## src/rtl/conv3x3_stream_if.sv

```systemverilog
// conv3x3_stream_if: pixel-in / pixel-out valid-ready stream pair for the 3x3 convolver
interface conv3x3_stream_if #(
    parameter int DATA_W = 8,
    parameter int OUT_W  = 8
);
    logic                     in_valid;
    logic                     in_ready;
    logic signed [DATA_W-1:0] pixel_in;
    logic                     out_valid;
    logic                     out_ready;
    logic signed [OUT_W-1:0]  pixel_out;

    modport master (output in_valid, pixel_in, out_ready, input in_ready, out_valid, pixel_out);
    modport slave  (input in_valid, pixel_in, out_ready, output in_ready, out_valid, pixel_out);
endinterface

```

## src/rtl/conv3x3_stream.sv

```systemverilog
// conv3x3_stream: streaming 3x3 same-padded convolution with bias, ReLU, rounding shift and saturation
module conv3x3_stream #(
    parameter int DATA_W    = 8,
    parameter int WEIGHT_W  = 8,
    parameter int ACC_W     = 32,
    parameter int OUT_W     = 8,
    parameter int MAX_WIDTH = 128
) (
    input  logic                    clk,
    input  logic                    rst,
    input  logic                    start,
    input  logic [7:0]              width,
    input  logic [7:0]              height,
    input  logic [9*WEIGHT_W-1:0]   weights,
    input  logic signed [ACC_W-1:0] bias,
    input  logic [4:0]              shift,
    input  logic                    relu,
    output logic                    busy,
    output logic                    done,
    output logic                    cfg_err,
    conv3x3_stream_if.slave         bus
);
    localparam int AW = $clog2(MAX_WIDTH);
    localparam logic signed [OUT_W-1:0] QMAX = {1'b0, {(OUT_W-1){1'b1}}};
    localparam logic signed [OUT_W-1:0] QMIN = {1'b1, {(OUT_W-1){1'b0}}};

    typedef enum logic [1:0] {IDLE, RUN, FLUSH, DRAIN} state_t;

    state_t                       state;
    logic [7:0]                   w_r, h_r;
    logic [9*WEIGHT_W-1:0]        wt_r;
    logic signed [ACC_W-1:0]      bias_r;
    logic [4:0]                   shift_r;
    logic                         relu_r;
    logic [7:0]                   col;
    logic [8:0]                   row;
    logic [AW-1:0]                ci;
    logic signed [DATA_W-1:0]     lb_a [MAX_WIDTH];
    logic signed [DATA_W-1:0]     lb_b [MAX_WIDTH];
    logic signed [DATA_W-1:0]     wa [3];
    logic signed [DATA_W-1:0]     wb [3];
    logic signed [DATA_W-1:0]     px;
    logic signed [DATA_W-1:0]     tap [9];
    logic signed [DATA_W+WEIGHT_W-1:0] prod;
    logic signed [ACC_W-1:0]      acc;
    logic signed [ACC_W:0]        rs, rnd, sh;
    logic signed [OUT_W-1:0]      q;
    logic adv, take, emit, top, bot, lft, rgt, legal, last_col;

    // Position (row, col) is the next window column to be pushed; the window center lags it by W+1.
    assign ci           = col[AW-1:0];
    assign adv          = !bus.out_valid || bus.out_ready;
    assign bus.in_ready = state == RUN && adv;
    assign take         = (state == RUN && bus.in_valid && adv) || (state == FLUSH && adv);
    assign px           = state == RUN ? bus.pixel_in : '0;
    assign busy         = state != IDLE;
    assign legal        = width >= 8'd2 && 32'(width) <= MAX_WIDTH && height != 8'd0;
    assign last_col     = col == w_r - 8'd1;
    assign emit         = row != 9'd0 && !(row == 9'd1 && col == 8'd0);
    assign top          = row == 9'd1 || (row == 9'd2 && col == 8'd0);
    assign bot          = row == 9'(h_r) + (col == 8'd0 ? 9'd1 : 9'd0);
    assign lft          = col == 8'd1;
    assign rgt          = col == 8'd0;

    // Assemble the 3x3 window (two stored columns plus the incoming one) and zero out-of-frame taps.
    always_comb begin
        for (int i = 0; i < 3; i++) begin
            tap[3*i]   = wa[i];
            tap[3*i+1] = wb[i];
        end
        tap[2] = lb_b[ci];
        tap[5] = lb_a[ci];
        tap[8] = px;
        for (int t = 0; t < 9; t++)
            if ((t < 3 && top) || (t > 5 && bot) || (t % 3 == 0 && lft) || (t % 3 == 2 && rgt))
                tap[t] = '0;
    end

    // Multiply-accumulate, then ReLU, round-half-up shift and saturation to the output width.
    always_comb begin
        acc  = bias_r;
        prod = '0;
        for (int t = 0; t < 9; t++) begin
            prod = tap[t] * $signed(wt_r[WEIGHT_W*t +: WEIGHT_W]);
            acc  = acc + ACC_W'(prod);
        end
        rs  = relu_r && acc < 0 ? '0 : (ACC_W+1)'(acc);
        rnd = shift_r == 5'd0 ? '0 : (ACC_W+1)'(1) << (shift_r - 5'd1);
        sh  = (rs + rnd) >>> shift_r;
        q   = sh > (ACC_W+1)'(QMAX) ? QMAX : sh < (ACC_W+1)'(QMIN) ? QMIN : sh[OUT_W-1:0];
    end

    // Line buffers and window columns shift on every consumed position; contents need no reset.
    always_ff @(posedge clk) begin
        if (take) begin
            lb_a[ci] <= px;
            lb_b[ci] <= lb_a[ci];
            for (int i = 0; i < 3; i++) wa[i] <= wb[i];
            wb[0] <= lb_b[ci];
            wb[1] <= lb_a[ci];
            wb[2] <= px;
        end
    end

    // Frame control: config capture, position counters, output register and status pulses.
    always_ff @(posedge clk or posedge rst) begin
        if (rst) begin
            state         <= IDLE;
            w_r           <= '0;
            h_r           <= '0;
            wt_r          <= '0;
            bias_r        <= '0;
            shift_r       <= '0;
            relu_r        <= 1'b0;
            col           <= '0;
            row           <= '0;
            bus.out_valid <= 1'b0;
            bus.pixel_out <= '0;
            done          <= 1'b0;
            cfg_err       <= 1'b0;
        end else begin
            done    <= 1'b0;
            cfg_err <= 1'b0;
            if (take) begin
                col <= last_col ? 8'd0 : col + 8'd1;
                row <= last_col ? row + 9'd1 : row;
            end
            if (take && emit) begin
                bus.out_valid <= 1'b1;
                bus.pixel_out <= q;
            end else if (bus.out_ready) begin
                bus.out_valid <= 1'b0;
            end
            case (state)
                IDLE: begin
                    if (start && legal) begin
                        w_r     <= width;
                        h_r     <= height;
                        wt_r    <= weights;
                        bias_r  <= bias;
                        shift_r <= shift;
                        relu_r  <= relu;
                        col     <= '0;
                        row     <= '0;
                        state   <= RUN;
                    end else if (start) begin
                        cfg_err <= 1'b1;
                    end
                end
                RUN:   if (take && last_col && row == 9'(h_r) - 9'd1) state <= FLUSH;
                FLUSH: if (take && row == 9'(h_r) + 9'd1) state <= DRAIN;
                DRAIN: begin
                    if (bus.out_valid && bus.out_ready) begin
                        state <= IDLE;
                        done  <= 1'b1;
                    end
                end
                default: state <= IDLE;
            endcase
        end
    end
endmodule

```

## src/flat_wrapper.sv

```systemverilog
// flat-port wrapper written by rule: the top's interface ports become plain ports
module conv3x3_stream_flat 
#(
    parameter int DATA_W    = 8,
    parameter int WEIGHT_W  = 8,
    parameter int ACC_W     = 32,
    parameter int OUT_W     = 8,
    parameter int MAX_WIDTH = 128
)
  (clk, rst, start, width, height, weights, bias, shift, relu, busy, done, cfg_err, bus_in_valid, bus_pixel_in, bus_out_ready, bus_in_ready, bus_out_valid, bus_pixel_out);
  conv3x3_stream_if #(.DATA_W(DATA_W), .OUT_W(OUT_W)) bus_i ();
  input  logic clk;
  input  logic rst;
  input  logic start;
  input  logic [7:0] width;
  input  logic [7:0] height;
  input  logic [9*WEIGHT_W-1:0] weights;
  input  logic signed [ACC_W-1:0] bias;
  input  logic [4:0] shift;
  input  logic relu;
  output logic busy;
  output logic done;
  output logic cfg_err;
  input wire logic [$bits(bus_i.in_valid)-1:0] bus_in_valid;
  input wire logic [$bits(bus_i.pixel_in)-1:0] bus_pixel_in;
  input wire logic [$bits(bus_i.out_ready)-1:0] bus_out_ready;
  output wire logic [$bits(bus_i.in_ready)-1:0] bus_in_ready;
  output wire logic [$bits(bus_i.out_valid)-1:0] bus_out_valid;
  output wire logic [$bits(bus_i.pixel_out)-1:0] bus_pixel_out;
  assign bus_i.in_valid = bus_in_valid;
  assign bus_i.pixel_in = bus_pixel_in;
  assign bus_i.out_ready = bus_out_ready;
  assign bus_in_ready = bus_i.in_ready;
  assign bus_out_valid = bus_i.out_valid;
  assign bus_pixel_out = bus_i.pixel_out;
  conv3x3_stream #(.DATA_W(DATA_W), .WEIGHT_W(WEIGHT_W), .ACC_W(ACC_W), .OUT_W(OUT_W), .MAX_WIDTH(MAX_WIDTH)) u_core (.clk(clk), .rst(rst), .start(start), .width(width), .height(height), .weights(weights), .bias(bias), .shift(shift), .relu(relu), .busy(busy), .done(done), .cfg_err(cfg_err), .bus(bus_i));
endmodule
```

## config.mk

```make
export PLATFORM = sky130hd
export DESIGN_NAME = conv3x3_stream_flat
export DESIGN_NICKNAME = d
export VERILOG_FILES = /design/src/rtl/conv3x3_stream_if.sv /design/src/rtl/conv3x3_stream.sv /design/src/flat_wrapper.sv
export SDC_FILE = /design/constraint.sdc
export NUM_CORES = 2
export LEC_CHECK = 0
export ABC_CLOCK_PERIOD_IN_PS = 17150
export BUFFER_PORTS_ARGS = -buffer_cell sky130_fd_sc_hd__buf_2
export CAP_MARGIN = 40
export CELL_PAD_IN_SITES_DETAIL_PLACEMENT = 0
export CELL_PAD_IN_SITES_GLOBAL_PLACEMENT = 1
export CORE_UTILIZATION = 49
export DETAILED_ROUTE_END_ITERATION = 16
export GPL_ROUTABILITY_DRIVEN = 0
export PLACE_DENSITY_LB_ADDON = 0.1
export SETUP_SLACK_MARGIN = 0.02
export SLEW_MARGIN = 20
export SYNTH_ARGS = -nofsm -noshare
export SYNTH_HDL_FRONTEND = slang
export SYNTH_SLANG_ARGS = --single-unit
```

## constraint.sdc

```tcl
create_clock -name clk -period 17.15 [get_ports clk]
set_input_delay 3.43 -clock clk [delete_from_list [all_inputs] [get_ports clk]]
set_output_delay 3.43 -clock clk [all_outputs]
set_load 0.05 [all_outputs]
```

---- After elaboration in Yosys (flattened, before gate mapping) ----
Memory sizes are Yosys's and may differ from the RTL's.
Index checks and enable logic that the tools add are counted.
operators by class
  multipliers ............................. 9
  equality and inequality tests ........... 14
  muxes and demuxes ....................... 36
  shifts and indexed selects .............. 2
  reductions and logical operators ........ 34
  order comparisons ....................... 5
  add/sub/neg operators ................... 17
operators with widths
  operator                                                         count
  adder 32 x 16 -> 32 bit                                          9
  multiplier 8 x 8 -> 16 bit                                       9
  two-way mux 8 bit                                                15
  two-way mux 33 bit                                               2
  two-way mux 9 bit                                                4
  adder 33 bit                                                     1
  greater-than comparator 33 x 8 -> 1 bit (second input constant)  1
  less-than comparator 33 x 8 -> 1 bit (second input constant)     1
  left shift 1 x 5 -> 33 bit (first input constant)                1
  >>> shifter 33 x 5 -> 33 bit                                     1
  less-than comparator 32 x 1 -> 1 bit (second input constant)     1
  == test 9 bit                                                    3
  logical AND 1 bit                                                16
  two-way mux 1 bit                                                10
  adder 8 x 1 -> 9 bit (second input constant)                     1
  adder 8 x 9 -> 9 bit                                             1
  adder 9 x 1 -> 9 bit (second input constant)                     1
  == test 9 x 1 -> 1 bit (second input constant)                   1
  == test 9 x 2 -> 1 bit (second input constant)                   1
  nonzero test 9 bit                                               1
  subtractor 8 x 1 -> 9 bit (second input constant)                1
  adder 8 x 1 -> 8 bit (second input constant)                     1
  == test 8 x 1 -> 1 bit (second input constant)                   1
  == test 8 bit                                                    1
  19 further kinds                                                 33
word-level totals
  word-level logic and storage cells ...... 134
  output and inout bits ................... 13
  memories kept ........................... 4
  register bits ........................... 156
  bits in writable memories ............... 2096
memories
  name         words  bits a word  rd ports  clocked after Yosys merged registers in  write ports  line                  source
  u_core.lb_a  128    8            1         0                                        1            conv3x3_stream.sv:38  logic signed [DATA_W-1:0] lb_a [MAX_WIDTH];
  u_core.lb_b  128    8            1         0                                        1            conv3x3_stream.sv:39  logic signed [DATA_W-1:0] lb_b [MAX_WIDTH];
  u_core.wa    3      8            3         0                                        3            conv3x3_stream.sv:40  logic signed [DATA_W-1:0] wa [3];
  u_core.wb    3      8            3         0                                        3            conv3x3_stream.sv:41  logic signed [DATA_W-1:0] wb [3];

---- Longest topological paths before layout ----
  depth in word-level cells ............... 23
  depth in mapped cells ................... 68
  gate-level depth less buffers ........... 64

---- Worst setup path before layout ----
No wires, ideal clock.
  kind .................................... reg-to-reg
  from .................................... register u_core.col[0]
  to ...................................... register u_core.bus.pixel_out[6]
  setup slack ............................. -1.666 ns
  arrival time ............................ 18.682 ns
  library setup time ...................... 0.134 ns
  stages on the path, launching flop included .. 57
  path buffers ............................ 10
  path through ............................ dfrtp_1 -> clkbuf_1 -> and3_1 -> clkbuf_1 -> clkbuf_1 -> buf_1 -> buf_1 -> clkbuf_1 -> clkbuf_1 -> a22oi_1 -> nand4_1 -> a32oi_1 -> o2111ai_1 -> and2_1 -> nand2_1 -> fa_1 -> inv_1 -> fa_1 -> [21 not listed] -> clkbuf_1 -> clkbuf_1 -> nor2_1 -> ha_1 -> buf_2 -> a21o_1 -> a311oi_2 -> a21o_2 -> nand2_1 -> o31a_1 -> xnor2_1 -> nand2b_1 -> o211ai_1 -> a221o_1 -> nand4bb_1 -> or4_4 -> o31ai_4 -> o22ai_1
between the ends
  longest elaborated chain between the ends .. 23
  elaborated cells between the ends (all ways) .. 51
RTL lines
  item                                  line                     source
  from (decl)                           conv3x3_stream.sv:35     logic [7:0] col;
  from (signal assigned)                conv3x3_stream.sv:125    col <= last_col ? 8'd0 : col + 8'd1;
  zero test 8 bit                       -
  logical AND 1 bit                     conv3x3_stream.sv:60     assign top = row == 9'd1 || (row == 9'd2 && col == 8'd0);
  logical OR 1 bit                      conv3x3_stream.sv:60
  logical OR 1 bit                      conv3x3_stream.sv:75     if ((t < 3 && top) || (t > 5 && bot) || (t % 3 == 0 && lft) || (t % 3 == 2 && rgt))
  two-way mux 8 bit                     conv3x3_stream.sv:75
  multiplier 8 x 8 -> 16 bit            conv3x3_stream.sv:84     prod = tap[t] * $signed(wt_r[WEIGHT_W*t +: WEIGHT_W]);
  adder 32 x 16 -> 32 bit (9 in a row)  conv3x3_stream.sv:85     acc = acc + ACC_W'(prod);
  less-than comparator 32 x 1 -> 1 bit  conv3x3_stream.sv:87     rs = relu_r && acc < 0 ? '0 : (ACC_W+1)'(acc);
  logical AND 1 bit                     conv3x3_stream.sv:87
  two-way mux 33 bit                    conv3x3_stream.sv:87
  adder 33 bit                          conv3x3_stream.sv:89     sh = (rs + rnd) >>> shift_r;
  >>> shifter 33 x 5 -> 33 bit          conv3x3_stream.sv:89
  less-than comparator 33 x 8 -> 1 bit  conv3x3_stream.sv:90     q = sh > (ACC_W+1)'(QMAX) ? QMAX : sh < (ACC_W+1)'(QMIN) ? QMIN : sh[OUT_W-1:0];
  two-way mux 8 bit (2 in a row)        conv3x3_stream.sv:90
  to (signal assigned)                  conv3x3_stream.sv:130    bus.pixel_out <= q;
  to (decl)                             conv3x3_stream_if.sv:14  modport slave (input in_valid, pixel_in, out_ready, output in_ready, out_valid, pixel_out);
Several ways; a longest one is shown, not always the timed one.
A chain may end at the register's enable or synchronous reset.

---- Worst setup path in the final report ----
Same ends and word-level chain as after synthesis.

==> impl_metrics.env <==
export IMPL_ff2ff_path_depth=59
export IMPL_synth_fp_nets=9655
export IMPL_grt_max_degree=90
export IMPL_die_h_um=490
export IMPL_hold_start="u_core.wb[0][18]$_DFFE_PP_"
export IMPL_hold_viol=0
export IMPL_fp_row_count=178
export IMPL_cts_tree="yes"
export IMPL_die_w_um=490
export IMPL_dp_hpwl_um=263000
export IMPL_grt_use_met3=0.0419
export IMPL_fin_skew_ns=0.117
export IMPL_period_share=0.969
export IMPL_async_flop_share=0.0693
export IMPL_cts_path_max_buffers=3
export IMPL_seq_area_frac_synth=0.572
export IMPL_r2r_slack_ns=0.53
export IMPL_post_drt_via_cell_ratio=6.10
export IMPL_grt_pass1_vias=76300
export IMPL_io_pins=152
export IMPL_drt_iter0_drc=8178
export IMPL_fp_dieArea_mm2=0.240
export IMPL_fillCellCount=19000
export IMPL_utilization=0.567
export IMPL_antenna_found_initial=25
export IMPL_crit_top_cell="fa_1"
export IMPL_synth_distinct_cells=97
export IMPL_core_area_mm2=0.236
export IMPL_setup_viol=0
export IMPL_globalRouteMet1Util=0.421
export IMPL_slowest_delay_ns=0.87
export IMPL_grt_usage=0.311
export IMPL_wl_per_cell_um=30.4
export IMPL_clock_latency_ns=0.93
export IMPL_avgSynthCellArea_um2=14.0
export IMPL_setup_ws_ns=0.530
export IMPL_final_max_slew_viol_count=0
export IMPL_hold_class="flip-flop to flip-flop"
export IMPL_io_buffers=151
export IMPL_grtUsageMet2=0.501
export IMPL_crit_slowest_cell="a22oi_1"
export IMPL_crit_required_ns=17.88
export IMPL_synth_ff_type="edfxtp_1"
export IMPL_cp_max_fo=25
export IMPL_final_common_cell="edfxtp_1"
export IMPL_design_area_mm2=0.134
export IMPL_most_common_layout_cells="edfxtp_1, inv_1, fa_1"
export IMPL_path_clk_slew_ns=0.06
export IMPL_drt_pass1_iter_count=6
export IMPL_startpoint_type="flip-flop"
export IMPL_vias=75500
export IMPL_drt_wl_total_um=377000
export IMPL_start_util=0.495
export IMPL_hold_end="u_core.wa[0][18]$_DFFE_PP_"
export IMPL_detailedPlace_worstSlack_ns=0.114
export IMPL_slew_headroom=0.272
export IMPL_place_area_mm2=0.126
export IMPL_max_cap_violations=0
export IMPL_ant_nets=0
export IMPL_hold_depth=0
export IMPL_critical_path_class="flip-flop to flip-flop"
export IMPL_htree_levels=4
export IMPL_area_growth_synth_to_final_pct=14.7
export IMPL_syn_inst=8342
export IMPL_cts_inserted_buffers=226
export IMPL_synthesis_area_mm2=0.117
export IMPL_synth_warning_count=0
export IMPL_synth_edff_count=2096
export IMPL_cts_root_buf="clkbuf_16"
export IMPL_status="finished, final reports clean"
export IMPL_layout_drive_gt1_share=0.154
export IMPL_ys_seq_elements=2252
export IMPL_grt_overflow=0
export IMPL_min_period_ns=16.62
export IMPL_r2r_end="u_core.bus.pixel_out[6]$_DFFE_PP0P_"
export IMPL_arrival_ns=17.35
export IMPL_fmax_ghz=0.0602
export IMPL_cts_sinks=2252
export IMPL_drc=0
export IMPL_grt_busiest_layer="met2"
export IMPL_grt_first_pass_wirelength_um=543000
export IMPL_rsz0062_at_grt="true"
export IMPL_worstReg2RegStart="u_core.col[0]$_DFF_PP0_"
export IMPL_layout_nets=10300
export IMPL_worst_pin_slew_ns=1.09
export IMPL_critPathCaptureType="flip-flop"
[flip-flops by register name, summed over array words and instances (netlist names)]
| signal | flops |
|---|---|
| u_core.relu_r | 1 |
| u_core.wa | 24 |
| u_core.bias_r | 32 |
| u_core.cfg_err | 1 |
| u_core.wb | 24 |
| u_core.row | 9 |
| u_core.bus.pixel_out | 8 |
| u_core.bus.out_valid | 1 |
| u_core.wt_r | 72 |
| u_core.shift_r | 5 |
| u_core.col | 8 |
| u_core.lb_a | 1024 |
| u_core.state | 2 |
| u_core.h_r | 8 |
| u_core.w_r | 8 |
| u_core.done | 1 |
| u_core.lb_b | 1024 |
[cell type report]
cell class,instances,area (um2),area share
Sequential cell,2252,66900,0.499
Multi-Input combinational cell,4624,44700,0.334
Timing Repair Buffer,879,6900,0.0515
Clock buffer,266,5840,0.0436
Tap cell,3150,3940,0.0294
Inverter,1034,3910,0.0292
Clock inverter,147,1770,0.0132
Antenna cell,19,47.5,0.000355
[critical path, delay by kind of cell (launching register included)]
family                     cells  cell delay [ns]
AOI/OAI and AO/OA             14             4.71
xor gates and xnor gates       2             0.29
adders and majority gates     13             5.95
buffers and inverters         15             1.90
DFF                            1             0.60
muxes                          2             0.54
and+or+nand+nor               13             2.45
[cell usage after synthesis, types with 18 or more instances]
cell,count,share of area
and2_1,136,0.0073
nand3_1,106,0.0045
a31oi_1,88,0.0047
nand2b_1,40,0.0021
nor3_1,52,0.0022
o211ai_1,48,0.0031
a22oi_1,799,0.051
dfrtp_1,156,0.033
ha_1,263,0.028
nor2_1,319,0.010
nand2_1,376,0.012
xor2_1,45,0.0034
o21a_1,20,0.0013
a21o_1,29,0.0019
buf_1,116,0.0037
or4_1,18,0.0012
a41oi_1,103,0.0077
nor4_1,37,0.0020
mux2_2,107,0.010
nor2b_1,40,0.0021
inv_1,1031,0.033
o21ai_0,115,0.0049
clkbuf_1,307,0.0099
mux2i_1,24,0.0021
nand4_1,106,0.0057
and3_1,188,0.010
a21oi_1,111,0.0048
edfxtp_1,2096,0.54
xnor2_1,62,0.0047
fa_1,911,0.16
a22o_1,119,0.0089
a221oi_1,122,0.0092
a211oi_1,19,0.0012
[metal layers]
| layer | vias to the layer above | wire length, um | part of all wire |
|---|---|---|---|
| met2 | 3471 | 179000 | 0.48 |
| met3 | 547 | 28300 | 0.075 |
| met1 | 39500 | 150000 | 0.40 |
| met4 | 6 | 18500 | 0.049 |
| li1 | 32000 | - | - |
| met5 | - | 38 | 0.00010 |
[kinds of logic after synthesis]
family | synth area share
DFF | 0.572
AOI/OAI and AO/OA | 0.111
and+or+nand+nor | 0.0633
buffers and inverters | 0.0475
adders and majority gates | 0.184
muxes | 0.0130
xor gates and xnor gates | 0.00874
other | 0.0000321
[what timing repair did]
action,4_1_cts,5_1_grt
setup endpoints to repair,0,7
endpoints found under the hold margin,0,0
setup buffers,0,13
gates resized for setup,0,38
hold buffers,0,0
[worst max-delay path by stage]
stage	from	endpoint	slack, ns	cells after the start
final	u_core.col[0]$_DFF_PP0_	u_core.bus.pixel_out[6]$_DFFE_PP0P_	0.53	59
after global placement	bus_pixel_in[7]	u_core.bus.pixel_out[3]$_DFFE_PP0P_	0.29	50
after CTS	u_core.col[1]$_DFF_PP0_	u_core.bus.pixel_out[2]$_DFFE_PP0P_	0.27	54
after global routing	u_core.col[0]$_DFF_PP0_	u_core.bus.pixel_out[1]$_DFFE_PP0P_	-0.01	57
after detailed placement	bus_pixel_in[7]	u_core.bus.pixel_out[1]$_DFFE_PP0P_	0.11	50
after floorplan	u_core.col[0]$_DFF_PP0_	u_core.bus.pixel_out[6]$_DFFE_PP0P_	0.05	56
[per-stage QoR]
stage | setup TNS [ns] | std cells | hold WS, ns
final | 0 | 12400 | 0.494
after global routing | -0.0277 | 12400 | 0.505
after CTS | 0 | 12300 | 0.499
after detailed placement | 0 | 11900 | 0.483
after global placement | 0 | 11900 | 0.480
after floorplan | 0 | 8342 | 0.433
Power is not shown: default switching activity piles up to over one toggle a cycle in this logic, so the estimate is an artifact.
